File: src/rtl/pry2oht_rra.sv
//------------------------------------------------------------------------------
// Module   : pry2oht_rra (with helper pry2oht_bck)
// Brief    : Round-robin arbiter with lock, registered one-hot grant and index.
// Revision : 1.0 - initial release
//------------------------------------------------------------------------------
`default_nettype none

// Priority-to-one-hot: keeps the lowest set bit; tree of SPLIT-way stages.
module pry2oht_bck #(
    parameter int WIDTH          = 32,
    parameter int SPLIT          = 2,
    parameter int IMPLEMENTATION = 0
) (
    input  logic [WIDTH-1:0] req,
    output logic [WIDTH-1:0] gnt,
    output logic             vld
);
    generate
        if (IMPLEMENTATION != 0 || WIDTH <= SPLIT) begin : g_flat
            assign gnt = req & (~req + WIDTH'(1));
            assign vld = |req;
        end else begin : g_tree
            localparam int CH = (WIDTH + SPLIT - 1) / SPLIT;
            localparam int PW = CH * SPLIT;
            logic [PW-1:0]    w_pad;
            logic [PW-1:0]    w_sub;
            logic [PW-1:0]    w_gated;
            logic [SPLIT-1:0] w_any;
            logic [SPLIT-1:0] w_sel;

            // Padded positions are tied low so they can never win.
            assign w_pad = PW'(req);
            for (genvar k = 0; k < SPLIT; k++) begin : g_chunk
                pry2oht_bck #(
                    .WIDTH          (CH),
                    .SPLIT          (SPLIT),
                    .IMPLEMENTATION (IMPLEMENTATION)
                ) u_sub (
                    .req (w_pad[k*CH +: CH]),
                    .gnt (w_sub[k*CH +: CH]),
                    .vld (w_any[k])
                );
                assign w_gated[k*CH +: CH] = w_sub[k*CH +: CH] & {CH{w_sel[k]}};
            end
            assign w_sel = w_any & (~w_any + SPLIT'(1));
            assign gnt   = w_gated[WIDTH-1:0];
            assign vld   = |w_gated;
        end
    endgenerate
endmodule

module pry2oht_rra #(
    parameter int WIDTH          = 32,
    parameter int SPLIT          = 2,
    parameter     DIRECTION      = "LSB",
    parameter int IMPLEMENTATION = 0
) (
    input  logic                                 clk,
    input  logic                                 rst,
    input  logic [WIDTH-1:0]                     req,
    input  logic                                 lck,
    input  logic                                 rdy,
    output logic [WIDTH-1:0]                     gnt,
    output logic [((WIDTH > 1) ? $clog2(WIDTH) : 1)-1:0] idx,
    output logic                                 vld
);
    localparam int              IW        = (WIDTH > 1) ? $clog2(WIDTH) : 1;
    localparam bit              c_MSB     = (DIRECTION == "MSB");
    localparam logic [WIDTH-1:0] c_ONE     = WIDTH'(1);
    localparam logic [WIDTH-1:0] c_PTR_RST = c_MSB ? c_ONE : (c_ONE << (WIDTH - 1));

    typedef enum logic [1:0] {
        S_IDLE  = 2'd0,
        S_GRANT = 2'd1,
        S_LOCK  = 2'd2
    } state_t;

    state_t           r_state;
    logic [WIDTH-1:0] r_gnt;
    logic [WIDTH-1:0] r_ptr;
    logic [IW-1:0]    r_idx;
    logic             r_vld;

    function automatic logic [WIDTH-1:0] f_rev(input logic [WIDTH-1:0] v);
        f_rev = '0;
        for (int i = 0; i < WIDTH; i++) f_rev[i] = v[WIDTH-1-i];
    endfunction

    function automatic logic [IW-1:0] f_enc(input logic [WIDTH-1:0] v);
        f_enc = '0;
        for (int i = 0; i < WIDTH; i++) if (v[i]) f_enc = f_enc | IW'(i);
    endfunction

    // Arbitration runs in an LSB-ordered domain; MSB mode mirrors in and out.
    logic [WIDTH-1:0] w_base, w_rreq, w_rbase, w_mask, w_gm, w_gu, w_rarb, w_arb;
    logic             w_msk_any, w_req_any;
    logic [IW-1:0]    w_arb_idx;

    assign w_base  = r_vld ? r_gnt : r_ptr;
    assign w_rreq  = c_MSB ? f_rev(req) : req;
    assign w_rbase = c_MSB ? f_rev(w_base) : w_base;
    assign w_mask  = w_rreq & ~(w_rbase | (w_rbase - c_ONE));

    pry2oht_bck #(.WIDTH(WIDTH), .SPLIT(SPLIT), .IMPLEMENTATION(IMPLEMENTATION)) u_msk (
        .req (w_mask), .gnt (w_gm), .vld (w_msk_any)
    );
    pry2oht_bck #(.WIDTH(WIDTH), .SPLIT(SPLIT), .IMPLEMENTATION(IMPLEMENTATION)) u_all (
        .req (w_rreq), .gnt (w_gu), .vld (w_req_any)
    );

    assign w_rarb    = w_msk_any ? w_gm : w_gu;
    assign w_arb     = c_MSB ? f_rev(w_rarb) : w_rarb;
    assign w_arb_idx = f_enc(w_arb);

    always_ff @(posedge clk) begin
        if (rst) begin
            r_state <= S_IDLE;
            r_gnt   <= '0;
            r_idx   <= '0;
            r_vld   <= 1'b0;
            r_ptr   <= c_PTR_RST;
        end else begin
            case (r_state)
                S_IDLE: begin
                    if (w_req_any) begin
                        r_gnt   <= w_arb;
                        r_idx   <= w_arb_idx;
                        r_vld   <= 1'b1;
                        r_state <= S_GRANT;
                    end else begin
                        r_gnt <= '0;
                        r_idx <= '0;
                        r_vld <= 1'b0;
                    end
                end
                S_GRANT, S_LOCK: begin
                    if (rdy) begin
                        r_ptr <= r_gnt;
                        if (lck) begin
                            r_state <= S_LOCK;
                        end else if (w_req_any) begin
                            r_gnt   <= w_arb;
                            r_idx   <= w_arb_idx;
                            r_state <= S_GRANT;
                        end else begin
                            r_gnt   <= '0;
                            r_idx   <= '0;
                            r_vld   <= 1'b0;
                            r_state <= S_IDLE;
                        end
                    end
                end
                default: begin
                    r_state <= S_IDLE;
                    r_gnt   <= '0;
                    r_idx   <= '0;
                    r_vld   <= 1'b0;
                end
            endcase
        end
    end

    assign gnt = r_gnt;
    assign idx = r_idx;
    assign vld = r_vld;
endmodule

`default_nettype wire

File: config.mk
export PLATFORM = sky130hd
export DESIGN_NAME = pry2oht_rra
export DESIGN_NICKNAME = d
export VERILOG_FILES = /design/src/rtl/pry2oht_rra.sv
export SDC_FILE = /design/constraint.sdc
export NUM_CORES = 1
export LEC_CHECK = 0
export BUFFER_PORTS_ARGS = -buffer_cell sky130_fd_sc_hd__clkbuf_2
export CORE_MARGIN = 1.5
export CORE_UTILIZATION = 38
export DETAILED_ROUTE_END_ITERATION = 10
export SLEW_MARGIN = 15
export SYNTH_ARGS = -nofsm -noshare
export SYNTH_HDL_FRONTEND = slang
export SYNTH_SLANG_ARGS = --single-unit
export TNS_END_PERCENT = 10
File: constraint.sdc
create_clock -name clk -period 2.9 [get_ports clk]
set_input_delay 0.29 -clock clk [delete_from_list [all_inputs] [get_ports clk]]
set_output_delay 0.29 -clock clk [all_outputs]
set_load 0.01 [all_outputs]
==> impl_results.html <==
<table>
<tr><th>Metric</th><th>Value</th></tr>
<tr><th colspan="2">Drt</th></tr>
<tr><td>1st-pass router iterations</td><td>6</td></tr>
<tr><td>Drt wl/cell</td><td>18.8 um</td></tr>
<tr><td>DRC</td><td>0</td></tr>
<tr><td>Post-detailed-route via-to-cell ratio</td><td>5.81</td></tr>
<tr><td>Final ANT Viol Nets</td><td>0</td></tr>
<tr><td>Post-detailed-routing wire length</td><td>21700 um</td></tr>
<tr><td>Initial drt markers</td><td>663</td></tr>
<tr><td>Vias after detailed routing</td><td>6699</td></tr>
<tr><th colspan="2">STA</th></tr>
<tr><td>Number of setup violations in the final report</td><td>37</td></tr>
<tr><td>Worst slew margin</td><td>0.471</td></tr>
<tr><td>Clock tree skew after final layout</td><td>0.00814 ns</td></tr>
<tr><td>Portion of the clock cycle consumed by the worst path in the final layout</td><td>1.22</td></tr>
<tr><td>Final number of max-transition violations</td><td>0</td></tr>
<tr><td>RSZ-0062 raised after global routing</td><td>yes</td></tr>
<tr><td>Setup TNS Final</td><td>-16.76 ns</td></tr>
<tr><td>FMAX</td><td>282 MHz</td></tr>
<tr><td>Clock period minus final worst setup slack</td><td>3.55 ns</td></tr>
<tr><td>Slew of the pin with the lowest slew margin</td><td>0.794 ns</td></tr>
<tr><td>Setup slack of the critical path after layout</td><td>-0.647 ns</td></tr>
<tr><td>Fin. Hold Viols</td><td>0</td></tr>
<tr><th colspan="2">Global route</th></tr>
<tr><td>Global-route congestion overflow total</td><td>0</td></tr>
<tr><td>Global-route wire length before repair</td><td>34200 um</td></tr>
<tr><td>Global-route usage over all layers</td><td>0.306</td></tr>
<tr><td>Via count of the first global-routing pass</td><td>6374</td></tr>
<tr><td>Pin count of the biggest net entering global routing</td><td>74</td></tr>
<tr><td>Initial antenna violation count</td><td>1</td></tr>
<tr><th colspan="2">Synth</th></tr>
<tr><td>Synthesized area divided by synthesized cell count</td><td>7.38 um^2</td></tr>
<tr><td>Post-Syn Area</td><td>0.00516 mm^2</td></tr>
<tr><td>Top cell type by total area after synthesis</td><td>sky130_fd_sc_hd__dfxtp_1</td></tr>
<tr><td>Yosys warnings</td><td>0</td></tr>
<tr><td>Library cell with the highest instance count after synthesis</td><td>sky130_fd_sc_hd__nand2_1</td></tr>
<tr><td>Sequential element share of the synthesized area</td><td>0.279</td></tr>
<tr><td>Syn Inst Count</td><td>700</td></tr>
<tr><td>Synth async-reset ratio</td><td>0</td></tr>
<tr><td>Fraction of synthesized cell area taken by the top area cell type</td><td>0.279</td></tr>
<tr><td>Most numerous cell types in the synthesized netlist</td><td>sky130_fd_sc_hd__nand2_1, sky130_fd_sc_hd__dfxtp_1, sky130_fd_sc_hd__nor2_1</td></tr>
<tr><td>Number of library cell types mapped by synthesis</td><td>77</td></tr>
<tr><td>Cell types with the largest area share after synthesis</td><td>sky130_fd_sc_hd__dfxtp_1, sky130_fd_sc_hd__nand2_1, sky130_fd_sc_hd__nor2_1</td></tr>
<tr><td>Net count after synthesis</td><td>739</td></tr>
<tr><td>Top FF cell, synth</td><td>sky130_fd_sc_hd__dfxtp_1</td></tr>
<tr><td>Synthesized flop and latch total</td><td>72</td></tr>
<tr><td>Post-synth EDFFs</td><td>0</td></tr>
<tr><th colspan="2">Placement</th></tr>
<tr><td>DP Area</td><td>0.00731 mm^2</td></tr>
<tr><td>Number of cells after detailed placement</td><td>1127</td></tr>
<tr><td>Number of buffer cells added on primary ports</td><td>73</td></tr>
<tr><td>Half-perimeter wire length after placement</td><td>16700 um</td></tr>
<tr><td>Weighted congestion reported at the end of routability-driven placement</td><td>0.997</td></tr>
<tr><th colspan="2">Setup path</th></tr>
<tr><td>CP Buf/Inv Count</td><td>3</td></tr>
<tr><td>CP Data Arrival Time</td><td>3.80 ns</td></tr>
<tr><td>Top fanout value on the critical path</td><td>6</td></tr>
<tr><td>Critical Path, Cell by Cell</td><td>buf_6 &gt; or4b_4 &gt; o22ai_4 &gt; or4b_4 &gt; a32oi_2 &gt; and4bb_2 &gt; nand4_1 &gt; buf_4 &gt; nor4_1 &gt; buf_4 &gt; nor4_1 &gt; and3_1 &gt; a311oi_1</td></tr>
<tr><td>Max stage delay cell, worst path</td><td>sky130_fd_sc_hd__or4b_4</td></tr>
<tr><td>Type of element capturing the critical path</td><td>flip-flop</td></tr>
<tr><td>Crit start category</td><td>flip-flop</td></tr>
<tr><td>Critical setup path kind</td><td>reg2reg</td></tr>
<tr><td>Required time of the worst setup path</td><td>3.15 ns</td></tr>
<tr><td>Cell family contributing the most delay on the critical path</td><td>simple AND/OR/NAND/NOR gates</td></tr>
<tr><td>Critical path's largest stage delay</td><td>0.51 ns</td></tr>
<tr><th colspan="2">Finish</th></tr>
<tr><td>Number of fill cells</td><td>1262</td></tr>
<tr><td>Area overhead of the layout relative to synthesis</td><td>55.1%</td></tr>
<tr><td>Non-filler cells in the finished layout</td><td>1154</td></tr>
<tr><td>Multi-input gate area</td><td>0.00380 mm^2</td></tr>
<tr><td># nets final</td><td>1011</td></tr>
<tr><td>Fraction of layout instances using a drive strength above 1</td><td>0.394</td></tr>
<tr><td>Area of all sequential standard cells</td><td>0.00145 mm^2</td></tr>
<tr><td>Non-Filler Cell Area, Final</td><td>0.00801 mm^2</td></tr>
<tr><th colspan="2">Clocking</th></tr>
<tr><td>Number of buffers inserted during clock tree synthesis</td><td>9</td></tr>
<tr><td>Clock root buffer</td><td>sky130_fd_sc_hd__clkbuf_16</td></tr>
<tr><td>Maximum buffer depth of the clock tree</td><td>2</td></tr>
<tr><td>CTS tree</td><td>built</td></tr>
<tr><td>Clock latency on the worst-skew pair</td><td>0.35 ns</td></tr>
<tr><td>Clk pin slew, worst setup/hold paths</td><td>0.06 ns</td></tr>
<tr><td>Number of clock sinks seen by CTS</td><td>72</td></tr>
<tr><td>H-tree levels</td><td>3</td></tr>
<tr><th colspan="2">Power</th></tr>
<tr><td>Pwr Density</td><td>603 mW/mm^2</td></tr>
<tr><td>Post-layout total power</td><td>0.00483 W</td></tr>
<tr><td>Sequential power share</td><td>0.232</td></tr>
<tr><td>Clk network pwr share</td><td>0.257</td></tr>
<tr><td>Net switching power figure</td><td>0.00184 W</td></tr>
<tr><td>Static leakage</td><td>3.42 nW</td></tr>
<tr><td>Peak ir drop on the vdd network</td><td>0.567 mV</td></tr>
<tr><td>Sw Share</td><td>0.381</td></tr>
<tr><td>Combinational share of power</td><td>0.511</td></tr>
<tr><td>Total internal power</td><td>0.00299 W</td></tr>
<tr><th colspan="2">Floorplanning</th></tr>
<tr><td>Boundary Pins</td><td>74</td></tr>
<tr><td>Floorplan die height</td><td>120 um</td></tr>
<tr><td>Core area</td><td>0.0132 mm^2</td></tr>
<tr><td>Die width</td><td>120 um</td></tr>
<tr><td>Std-Cell Rows</td><td>42</td></tr>
<tr><td>Total Die Area</td><td>0.0143 mm^2</td></tr>
<tr><td>Initial Util</td><td>0.390</td></tr>
<tr><th colspan="2">Status</th></tr>
<tr><td>Violations in the final reports</td><td>negative setup slack</td></tr>
<tr><td>Status</td><td>finished with violations</td></tr>
<tr><th colspan="2">Run</th></tr>
<tr><td>Maximum Capacitance Violations</td><td>0</td></tr>
<tr><th colspan="2">Hold path</th></tr>
<tr><td>Type of the tightest min-delay check</td><td>in2reg</td></tr>
</table>
-- stage by stage --
step	util	worst slack, ns	hold slack [ns]
after detailed placement	0.552	-0.849	0.462
after global placement	0.552	-0.773	0.442
after CTS	0.595	-0.655	0.285
after floorplan	-	-0.233	0.436
final	0.605	-0.647	0.285
after global routing	0.605	-0.761	0.303
-- final timing paths --
path,from,end,slack (ns),depth (start not counted)
max reg2reg,vld,idx[1],-0.65,13
min,lck,r_state[1],0.29,4
min reg2reg,r_ptr[26],r_ptr[26],0.47,2
max,vld,idx[1],-0.65,13
-- cell families (layout without fill, tap and decap cells) --
logic type	Yosys count	after routing	share of synthesized area
AND/OR/NAND/NOR	351	351	0.352
flip-flops	72	72	0.279
other	0	1	0
AO/OA/AOI/OAI	191	191	0.259
multiplexers	29	29	0.0572
adder cells (fa/ha/maj)	3	3	0.00727
buffers and inverters	54	331	0.0448
-- cells in the final DEF (no fill, tap or decap), drive strengths merged, types with 6 or more instances in the layout --
cell type,n
buf,225
nand3b,8
a22oi,27
nor3b,12
nor3,31
o21ai,23
clkbuf,82
or3,10
nor2b,7
o311a,6
dfxtp,72
nor2,72
nand3,17
or4,6
a21oi,52
mux2i,25
nand2,114
inv,18
o22ai,8
o31ai,11
and2,8
nor4,13
and3,6
nand4,17
a31oi,13
-- power groups by stage --
| stage | registers (W) | clock network (W) | logic [W] |
|---|---|---|---|
| finish | 0.00112 | 0.00124 | 0.00247 |
| global route | 0.00112 | 0.00128 | 0.00263 |
| CTS | 0.00112 | 0.00125 | 0.00237 |
| detailed placement | 0.00114 | 0 | 0.00224 |
| global placement | 0.00114 | 0 | 0.00223 |
| floorplan | 0.00114 | 0 | 0.00118 |
-- per-layer routing --
layer / part of all wire / routed length, um / global-route usage
met1: 0.45 / 9750 / 0.410
met2: 0.46 / 10000 / 0.490
met3: 0.059 / 1280 / 0.0532
met4: 0.032 / 688 / 0.123
met5: 0 / 0 / 0
-- repair_timing --
action	4_1_cts	5_1_grt
hold buffers	0	0
setup buffers	9	1
resized for setup	39	23
setup endpoints to repair	37	37
endpoints found under the hold margin	0	0
pin swaps	10	15
-- worst min-delay path, stage by stage --
cell                       delay, ns
sky130_fd_sc_hd__clkbuf_2       0.10
sky130_fd_sc_hd__nand2_1        0.05
sky130_fd_sc_hd__or3_1          0.09
sky130_fd_sc_hd__a21oi_1        0.05
-- registers in the layout (all words and copies together), names as in the netlist --
| signal | cells |
|---|---|
| vld | 1 |
| gnt | 32 |
| r_ptr | 32 |
| r_state | 2 |
| idx | 5 |
-- final cells by class --
class,instances,area share
well taps,176,0.0275
clock inverters,7,0.0117
repair buffers,298,0.269
flip-flops and latches,72,0.181
inverters,17,0.00797
clock buffers,9,0.0281
multi-input cells,574,0.475
diodes,1,0.000312
Power figures use the tool's default switching activity.
